**src/rtl/pipe_ctrl_hz_pkg.sv**
```systemverilog
// Shared encodings and the control-word layout for the pipelined RV32I
// controller and its hazard unit.
package pipe_ctrl_hz_pkg;

  localparam logic [6:0] OP_LW   = 7'b0000011;
  localparam logic [6:0] OP_SW   = 7'b0100011;
  localparam logic [6:0] OP_R    = 7'b0110011;
  localparam logic [6:0] OP_I    = 7'b0010011;
  localparam logic [6:0] OP_BR   = 7'b1100011;
  localparam logic [6:0] OP_JAL  = 7'b1101111;
  localparam logic [6:0] OP_JALR = 7'b1100111;
  localparam logic [6:0] OP_LUI  = 7'b0110111;

  localparam logic [2:0] IMM_I = 3'b000;
  localparam logic [2:0] IMM_S = 3'b001;
  localparam logic [2:0] IMM_B = 3'b010;
  localparam logic [2:0] IMM_J = 3'b011;
  localparam logic [2:0] IMM_U = 3'b100;

  localparam logic [1:0] RES_ALU = 2'b00;
  localparam logic [1:0] RES_MEM = 2'b01;
  localparam logic [1:0] RES_PC4 = 2'b10;
  localparam logic [1:0] RES_IMM = 2'b11;

  localparam logic [3:0] ALU_ADD  = 4'b0000;
  localparam logic [3:0] ALU_SUB  = 4'b0001;
  localparam logic [3:0] ALU_AND  = 4'b0010;
  localparam logic [3:0] ALU_OR   = 4'b0011;
  localparam logic [3:0] ALU_XOR  = 4'b0100;
  localparam logic [3:0] ALU_SLT  = 4'b0101;
  localparam logic [3:0] ALU_SLL  = 4'b0110;
  localparam logic [3:0] ALU_SRL  = 4'b0111;
  localparam logic [3:0] ALU_SRA  = 4'b1000;
  localparam logic [3:0] ALU_SLTU = 4'b1001;

  localparam logic [2:0] BR_EQ = 3'b000;
  localparam logic [2:0] BR_NE = 3'b001;
  localparam logic [2:0] BR_LT = 3'b100;
  localparam logic [2:0] BR_GE = 3'b101;

  localparam logic [1:0] FWD_RF = 2'b00;
  localparam logic [1:0] FWD_W  = 2'b01;
  localparam logic [1:0] FWD_M  = 2'b10;

  typedef struct packed {
    logic       regWrite;
    logic [1:0] resultSrc;
    logic       memWrite;
    logic       jump;
    logic       branch;
    logic       pcTgtSrc;
    logic [3:0] aluControl;
    logic       aluSrc;
    logic [2:0] funct3;
  } ctrlWord_t;

  // alt selects sub/sra; the caller decides when funct7[5] is meaningful.
  function automatic logic [3:0] aluDecode(input logic [2:0] funct3, input logic alt);
    case (funct3)
      3'b000:  return alt ? ALU_SUB : ALU_ADD;
      3'b001:  return ALU_SLL;
      3'b010:  return ALU_SLT;
      3'b011:  return ALU_SLTU;
      3'b100:  return ALU_XOR;
      3'b101:  return alt ? ALU_SRA : ALU_SRL;
      3'b110:  return ALU_OR;
      default: return ALU_AND;
    endcase
  endfunction

endpackage

```
**src/rtl/pipe_ctrl_hz_unit.sv**
```systemverilog
// Hazard unit: load-use / RAW stalls, branch flushes and operand forwarding
// selects for the execute stage.
module pipe_hz_unit
  import pipe_ctrl_hz_pkg::*;
#(
  parameter int RA_W   = 5,
  parameter int FWD_EN = 1
) (
  input  logic [RA_W-1:0] rs1D,
  input  logic [RA_W-1:0] rs2D,
  input  logic [RA_W-1:0] rs1E,
  input  logic [RA_W-1:0] rs2E,
  input  logic [RA_W-1:0] rdE,
  input  logic [RA_W-1:0] rdM,
  input  logic [RA_W-1:0] rdW,
  input  logic            regWriteE,
  input  logic [1:0]      resultSrcE,
  input  logic            regWriteM,
  input  logic            regWriteW,
  input  logic            pcSrcE,
  output logic            stall,
  output logic            flushD,
  output logic            flushE,
  output logic [1:0]      forwardA,
  output logic [1:0]      forwardB
);

  logic lwStall;
  logic rawStall;

  // x0 is hardwired, so a producer targeting it never creates a dependency.
  function automatic logic hits(input logic [RA_W-1:0] rd, input logic [RA_W-1:0] rs);
    return (rd != '0) && (rd == rs);
  endfunction

  always_comb begin
    lwStall  = regWriteE && (resultSrcE == RES_MEM) && (hits(rdE, rs1D) || hits(rdE, rs2D));
    rawStall = 1'b0;
    forwardA = FWD_RF;
    forwardB = FWD_RF;
    if (FWD_EN != 0) begin
      if (regWriteM && hits(rdM, rs1E))      forwardA = FWD_M;
      else if (regWriteW && hits(rdW, rs1E)) forwardA = FWD_W;
      if (regWriteM && hits(rdM, rs2E))      forwardB = FWD_M;
      else if (regWriteW && hits(rdW, rs2E)) forwardB = FWD_W;
    end else begin
      // W needs no stall: the register file writes in the first half-cycle.
      rawStall = (regWriteE && (hits(rdE, rs1D) || hits(rdE, rs2D))) ||
                 (regWriteM && (hits(rdM, rs1D) || hits(rdM, rs2D)));
    end
    stall  = lwStall | rawStall;
    flushD = pcSrcE;
    flushE = stall | pcSrcE;
  end

endmodule

```
**src/rtl/pipe_ctrl_hz.sv**
```systemverilog
// Pipelined RV32I control unit: decode, D->E->M->W control pipeline and the
// integrated hazard unit.
module pipe_ctrl_hz
  import pipe_ctrl_hz_pkg::*;
#(
  parameter int RA_W   = 5,
  parameter int BR_EXT = 1,
  parameter int FWD_EN = 1
) (
  input  logic            clk,
  input  logic            reset,
  input  logic [31:0]     InstrD,
  input  logic            ZeroE,
  input  logic            LtE,
  output logic [2:0]      ImmSrcD,
  output logic [3:0]      ALUControlE,
  output logic            ALUSrcE,
  output logic            PCSrcE,
  output logic            PCTgtSrcE,
  output logic            MemWriteM,
  output logic            RegWriteW,
  output logic [RA_W-1:0] RdW,
  output logic [1:0]      ResultSrcW,
  output logic            StallF,
  output logic            StallD,
  output logic            FlushD,
  output logic [1:0]      ForwardAE,
  output logic [1:0]      ForwardBE
);

  ctrlWord_t       ctrlD, ctrlE;
  logic [2:0]      immSrc;
  logic [RA_W-1:0] rs1D, rs2D, rdD, rs1E, rs2E, rdE, rdM;
  logic            regWriteM, memWriteM;
  logic [1:0]      resultSrcM;
  logic            taken, stall, flushE;
  logic            unusedInstr;

  assign rs1D        = RA_W'(InstrD[19:15]);
  assign rs2D        = RA_W'(InstrD[24:20]);
  assign rdD         = RA_W'(InstrD[11:7]);
  assign unusedInstr = ^{InstrD[31], InstrD[29:25]};

  always_comb begin
    ctrlD  = '0;
    immSrc = IMM_I;
    case (InstrD[6:0])
      OP_LW:   begin ctrlD.regWrite = 1'b1; ctrlD.resultSrc = RES_MEM; ctrlD.aluSrc = 1'b1; end
      OP_SW:   begin ctrlD.memWrite = 1'b1; ctrlD.aluSrc = 1'b1; immSrc = IMM_S; end
      OP_R:    begin
        ctrlD.regWrite   = 1'b1;
        ctrlD.aluControl = aluDecode(InstrD[14:12], InstrD[30]);
      end
      OP_I:    begin
        // Only srai carries funct7[5]; addi must never turn into sub.
        ctrlD.regWrite   = 1'b1;
        ctrlD.aluSrc     = 1'b1;
        ctrlD.aluControl = aluDecode(InstrD[14:12], (InstrD[14:12] == 3'b101) && InstrD[30]);
      end
      OP_BR:   begin
        ctrlD.branch = 1'b1; ctrlD.aluControl = ALU_SUB;
        ctrlD.funct3 = InstrD[14:12]; immSrc = IMM_B;
      end
      OP_JAL:  begin
        ctrlD.jump = 1'b1; ctrlD.regWrite = 1'b1;
        ctrlD.resultSrc = RES_PC4; immSrc = IMM_J;
      end
      OP_JALR: begin
        ctrlD.jump = 1'b1; ctrlD.regWrite = 1'b1; ctrlD.aluSrc = 1'b1;
        ctrlD.pcTgtSrc = 1'b1; ctrlD.resultSrc = RES_PC4;
      end
      OP_LUI:  begin ctrlD.regWrite = 1'b1; ctrlD.resultSrc = RES_IMM; immSrc = IMM_U; end
      default: ;
    endcase
  end

  // Decode is combinational, so it is gated to keep every output low in reset.
  assign ImmSrcD = reset ? immSrc : IMM_I;

  always_ff @(posedge clk or negedge reset) begin
    if (!reset) begin
      ctrlE      <= '0;
      rs1E       <= '0;
      rs2E       <= '0;
      rdE        <= '0;
      regWriteM  <= 1'b0;
      memWriteM  <= 1'b0;
      resultSrcM <= RES_ALU;
      rdM        <= '0;
      RegWriteW  <= 1'b0;
      ResultSrcW <= RES_ALU;
      RdW        <= '0;
    end else begin
      if (flushE) begin
        ctrlE <= '0;
        rs1E  <= '0;
        rs2E  <= '0;
        rdE   <= '0;
      end else begin
        ctrlE <= ctrlD;
        rs1E  <= rs1D;
        rs2E  <= rs2D;
        rdE   <= rdD;
      end
      regWriteM  <= ctrlE.regWrite;
      memWriteM  <= ctrlE.memWrite;
      resultSrcM <= ctrlE.resultSrc;
      rdM        <= rdE;
      RegWriteW  <= regWriteM;
      ResultSrcW <= resultSrcM;
      RdW        <= rdM;
    end
  end

  always_comb begin
    taken = 1'b0;
    case (ctrlE.funct3)
      BR_EQ:   taken = ZeroE;
      BR_NE:   taken = (BR_EXT != 0) && !ZeroE;
      BR_LT:   taken = (BR_EXT != 0) && LtE;
      BR_GE:   taken = (BR_EXT != 0) && !LtE;
      default: taken = 1'b0;
    endcase
  end

  assign PCSrcE      = (ctrlE.branch & taken) | ctrlE.jump;
  assign ALUControlE = ctrlE.aluControl;
  assign ALUSrcE     = ctrlE.aluSrc;
  assign PCTgtSrcE   = ctrlE.pcTgtSrc;
  assign MemWriteM   = memWriteM;
  assign StallF      = stall;
  assign StallD      = stall;

  pipe_hz_unit #(.RA_W(RA_W), .FWD_EN(FWD_EN)) u_hz (
    .rs1D       (rs1D),
    .rs2D       (rs2D),
    .rs1E       (rs1E),
    .rs2E       (rs2E),
    .rdE        (rdE),
    .rdM        (rdM),
    .rdW        (RdW),
    .regWriteE  (ctrlE.regWrite),
    .resultSrcE (ctrlE.resultSrc),
    .regWriteM  (regWriteM),
    .regWriteW  (RegWriteW),
    .pcSrcE     (PCSrcE),
    .stall      (stall),
    .flushD     (FlushD),
    .flushE     (flushE),
    .forwardA   (ForwardAE),
    .forwardB   (ForwardBE)
  );

endmodule

```
**config.mk**
```make
export PLATFORM = sky130hd
export DESIGN_NAME = pipe_ctrl_hz
export DESIGN_NICKNAME = d
export VERILOG_FILES = /design/src/rtl/pipe_ctrl_hz_pkg.sv /design/src/rtl/pipe_ctrl_hz_unit.sv /design/src/rtl/pipe_ctrl_hz.sv
export SDC_FILE = /design/constraint.sdc
export NUM_CORES = 1
export LEC_CHECK = 0
export CAP_MARGIN = 15
export CORE_ASPECT_RATIO = 0.9
export CORE_MARGIN = 4
export CORE_UTILIZATION = 35
export DETAILED_ROUTE_END_ITERATION = 8
export SLEW_MARGIN = 20
export SYNTH_ARGS = -nofsm -noshare
export SYNTH_HDL_FRONTEND = slang
export SYNTH_HIERARCHICAL = 1
export SYNTH_SLANG_ARGS = --single-unit
```
**constraint.sdc**
```tcl
create_clock -name clk -period 1.8 [get_ports clk]
set_input_delay 0.36 -clock clk [delete_from_list [all_inputs] [get_ports clk]]
set_output_delay 0.36 -clock clk [all_outputs]
set_load 0.02 [all_outputs]
```
==> qor.csv <==
stage;metric;value;unit
worst_setup_path;r2r.worst_path.cells;7;
clock_network;clk-insertion-delay-late;0.29;ns
worst_setup_path;crit_path_start;RdW[2];
timing;worst_clock_skew;0.003190;ns
timing;setup_violations;24;
route;wl_per_cell;14.25;microns
worst_setup_path;crit_path_max_incr_delay;0.55;ns
worst_setup_path;critical_path.top_delay_family;simple AND/OR/NAND/NOR gates;
clock_network;cts_tree;done;
synthesis;syn_inst;183;
synthesis;ys_types;43;
clock_network;cts_hold_buf;0;
global_routing;grt_pass1_vias;1573;
synthesis;post-synth-top-count-cell;dfrtp_1;
place;routabilityCongestion;0.7887;
synthesis;yosysSeqAreaShare;54.68;%
place;port_buffers;55;
worst_setup_path;rr_startpoint;rdE[1];
worst_setup_path;reg2reg_to;ALUControlE[2];
cells_and_area;utilization;60.51;%
worst_setup_path;path_cells;xor2_1, or4_4, nor4_4, buf_4;
route;dr.pass1.iters;4;
clock_network;cts_buffers;5;
floorplanning;ioPinCount;62;
timing;period_share;123.6;%
timing;max_clock_freq;449.5;MHz
floorplanning;std_cell_rows;26;
synthesis;yosys-top-cells-area;dfrtp_1, xor2_1, nor2b_1;
clock_network;path_clk_slew;0.08;ns
synthesis;syn_nets;219;
route;vias_per_cell;4.699;
place;pre_cts_ws;-0.7231;ns
route;vias;1668;
cells_and_area;synthToLayoutAreaGrowth;63.82;%
timing;rsz0062_at_grt;yes;
cells_and_area;n_fill_cell;472;
synthesis;yosys_warnings;6;
synthesis;netlist_area;2151;sq um
clock_network;clock-root-buffer;clkbuf_8;
power_and_ir_drop;powerDensity;615.7;nW/um^2
timing;finalMaxSlewViolations;0;
route;drc;0;
cells_and_area;drive_above_1_share;43.86;%
power_and_ir_drop;leakage;1.623;nW
synthesis;yosysTopAreaCellShare;54.68;%
global_routing;antenna_found_initial;0;
place;dp_cells;338;
floorplanning;initial_utilization;36.94;%
worst_setup_path;start_kind;flip-flop;
global_routing;grt_max_degree;48;
outcome;failed_checks;setup timing;
worst_setup_path;crit_path_top_delay_cell;or4_4;
worst_setup_path;critPathBufInv;1;
floorplanning;coreArea;5823;sq um
cells_and_area;antenna_cells;0;
route;routed_wl;5059;microns
synthesis;synth_top_flop_cell;dfrtp_1;
route;ant_nets;0;
power_and_ir_drop;ir_worst_vdd;0.2838;mV
cells_and_area;instances_no_fill;355;
timing;tightest_slew;0.5773;ns
timing;maxSlewHeadroom;61.51;%
place;post-dp-hpwl;3745;microns
clock_network;clock_path_buffers;2;
floorplanning;die_y;82.37;microns
worst_setup_path;cp.arrival;1.86;ns
clock_network;cts_sinks;47;
floorplanning;die_area;7465;sq um
timing;post-route-min-period;2.225;ns
worst_setup_path;path_class;flip-flop to output pin;
timing;worst_slack;-0.4249;ns
min_path;hold_path.class;input port to asynchronous set/reset pin;
cells_and_area;finalNetCount;320;
synthesis;ys_ff_latch;47;
route;drt_iter0_drc;40;
floorplanning;die_w;90.63;microns
worst_setup_path;required;1.44;ns
clock_network;h-tree-depth;2;
worst_setup_path;worstPathMaxFanout;3;
synthesis;synth_area_leader_cell;dfrtp_1;
global_routing;grt_overflow;0;
worst_setup_path;r2r_slack;-0.18;ns
synthesis;synth_edf_count;0;
synthesis;synth_commonest_cells;dfrtp_1, xor2_1, nor2b_1;
synthesis;syn_area_per_cell;11.75;sq um
worst_setup_path;cp-end-kind;output pin;
flow_run;max_cap_violations;0;
global_routing;grt_pass1_wl;7872;microns
timing;finalHoldViolations;0;
synthesis;synthArstFlopShare;100.0;%
global_routing;grt_usage;13.67;%
outcome;outcome;complete, but fails checks;
[cells by family (layout without fill, tap and decap cells)]
kind of cell              count (synthesis)  in the layout  synth area share, %
buffers and inverters                    13            115                4.188
DFF                                      47             47                54.68
AOI/OAI and AO/OA                        17             17                5.585
muxes                                     2              2               0.9308
and+or+nand+nor                          72             72                21.58
xor gates and xnor gates                 32             32                13.03
[layer usage]
metal	wire length [microns]	up-vias	share of wire, %	global-route usage [%]
met5	0	-	0	0
met4	85	0	1.7	5.963
met3	188	6	3.7	2.355
met2	2519	35	50	23.17
met1	2266	802	45	17.48
li1	-	825	-	-
[metrics by stage]
step / hold slack [ns] / cell area (sq um) / setup TNS (ns) / power (W)
finish: 0.2068 / 3523 / -3.077 / 0.002169
global route: 0.2688 / 3523 / -5.458 / 0.002280
global placement: 0.3348 / 3055 / -15.17 / 0.001492
floorplan: 0.06441 / 2193 / -0.2394 / 0.001288
detailed placement: 0.3433 / 3055 / -16.42 / 0.001498
CTS: 0.2322 / 3299 / -3.209 / 0.002163
[how the worst max path moves through the flow]
stage / end / slack (ns) / cells past startpoint
2_1_floorplan: ForwardAE[0] / -0.12 / 3
3_3_place_gp: StallF / -0.69 / 6
3_5_place_dp: StallF / -0.72 / 6
4_1_cts: ForwardAE[0] / -0.46 / 5
5_1_grt: ForwardAE[0] / -0.49 / 5
6_report: ForwardAE[0] / -0.42 / 4
[cell type report]
| type | count | area, sq um | share of cell area, % |
|---|---|---|---|
| Sequential cell | 47 | 1184 | 33.59 |
| Multi-Input combinational cell | 123 | 1176 | 33.38 |
| Timing Repair Buffer | 106 | 980.9 | 27.84 |
| Tap cell | 70 | 87.58 | 2.486 |
| Clock buffer | 7 | 86.33 | 2.450 |
| Clock inverter | 1 | 5.005 | 0.1420 |
| Inverter | 1 | 3.754 | 0.1065 |
[flip-flops by register name (all words and copies together), names as in the netlist]
signal / count
ALUControlE: 4
RdW: 5
regWriteM: 1
PCTgtSrcE: 1
rdM: 5
rs2E: 5
ctrlE: 9
MemWriteM: 1
RegWriteW: 1
ResultSrcW: 2
ALUSrcE: 1
rs1E: 5
rdE: 5
resultSrcM: 2
[layout by cell type, fill, tap and decap left out, drive strengths merged, types with 2 or more instances in the layout]
cell           count
o21bai             2
nor4               4
mux2i              2
nand3              8
nor2              10
buf               63
nor3               6
or4                5
xor2              24
nor3b              2
clkbuf             8
and2               5
dfrtp             47
dlymetal6s2s       9
o21ai              4
nor2b             18
nand2              3
xnor2              8
or3                2
clkdlybuf4s50     28
a21oi              5
dlygate4sd2        5
[report_power, final]
group,switching [W],internal [W]
clock,0.000325,0.000310
sequential,0.0000343,0.00109
combinational,0.000186,0.000221
[repair_timing]
action | in CTS | in global routing
pin swaps | 20 | 15
gates cloned | 0 | 1
buffers inserted | 4 | 4
gates resized for setup | 93 | 40
endpoints found under the setup margin | 26 | 43
Note: power is estimated with default switching activity, not from simulation.
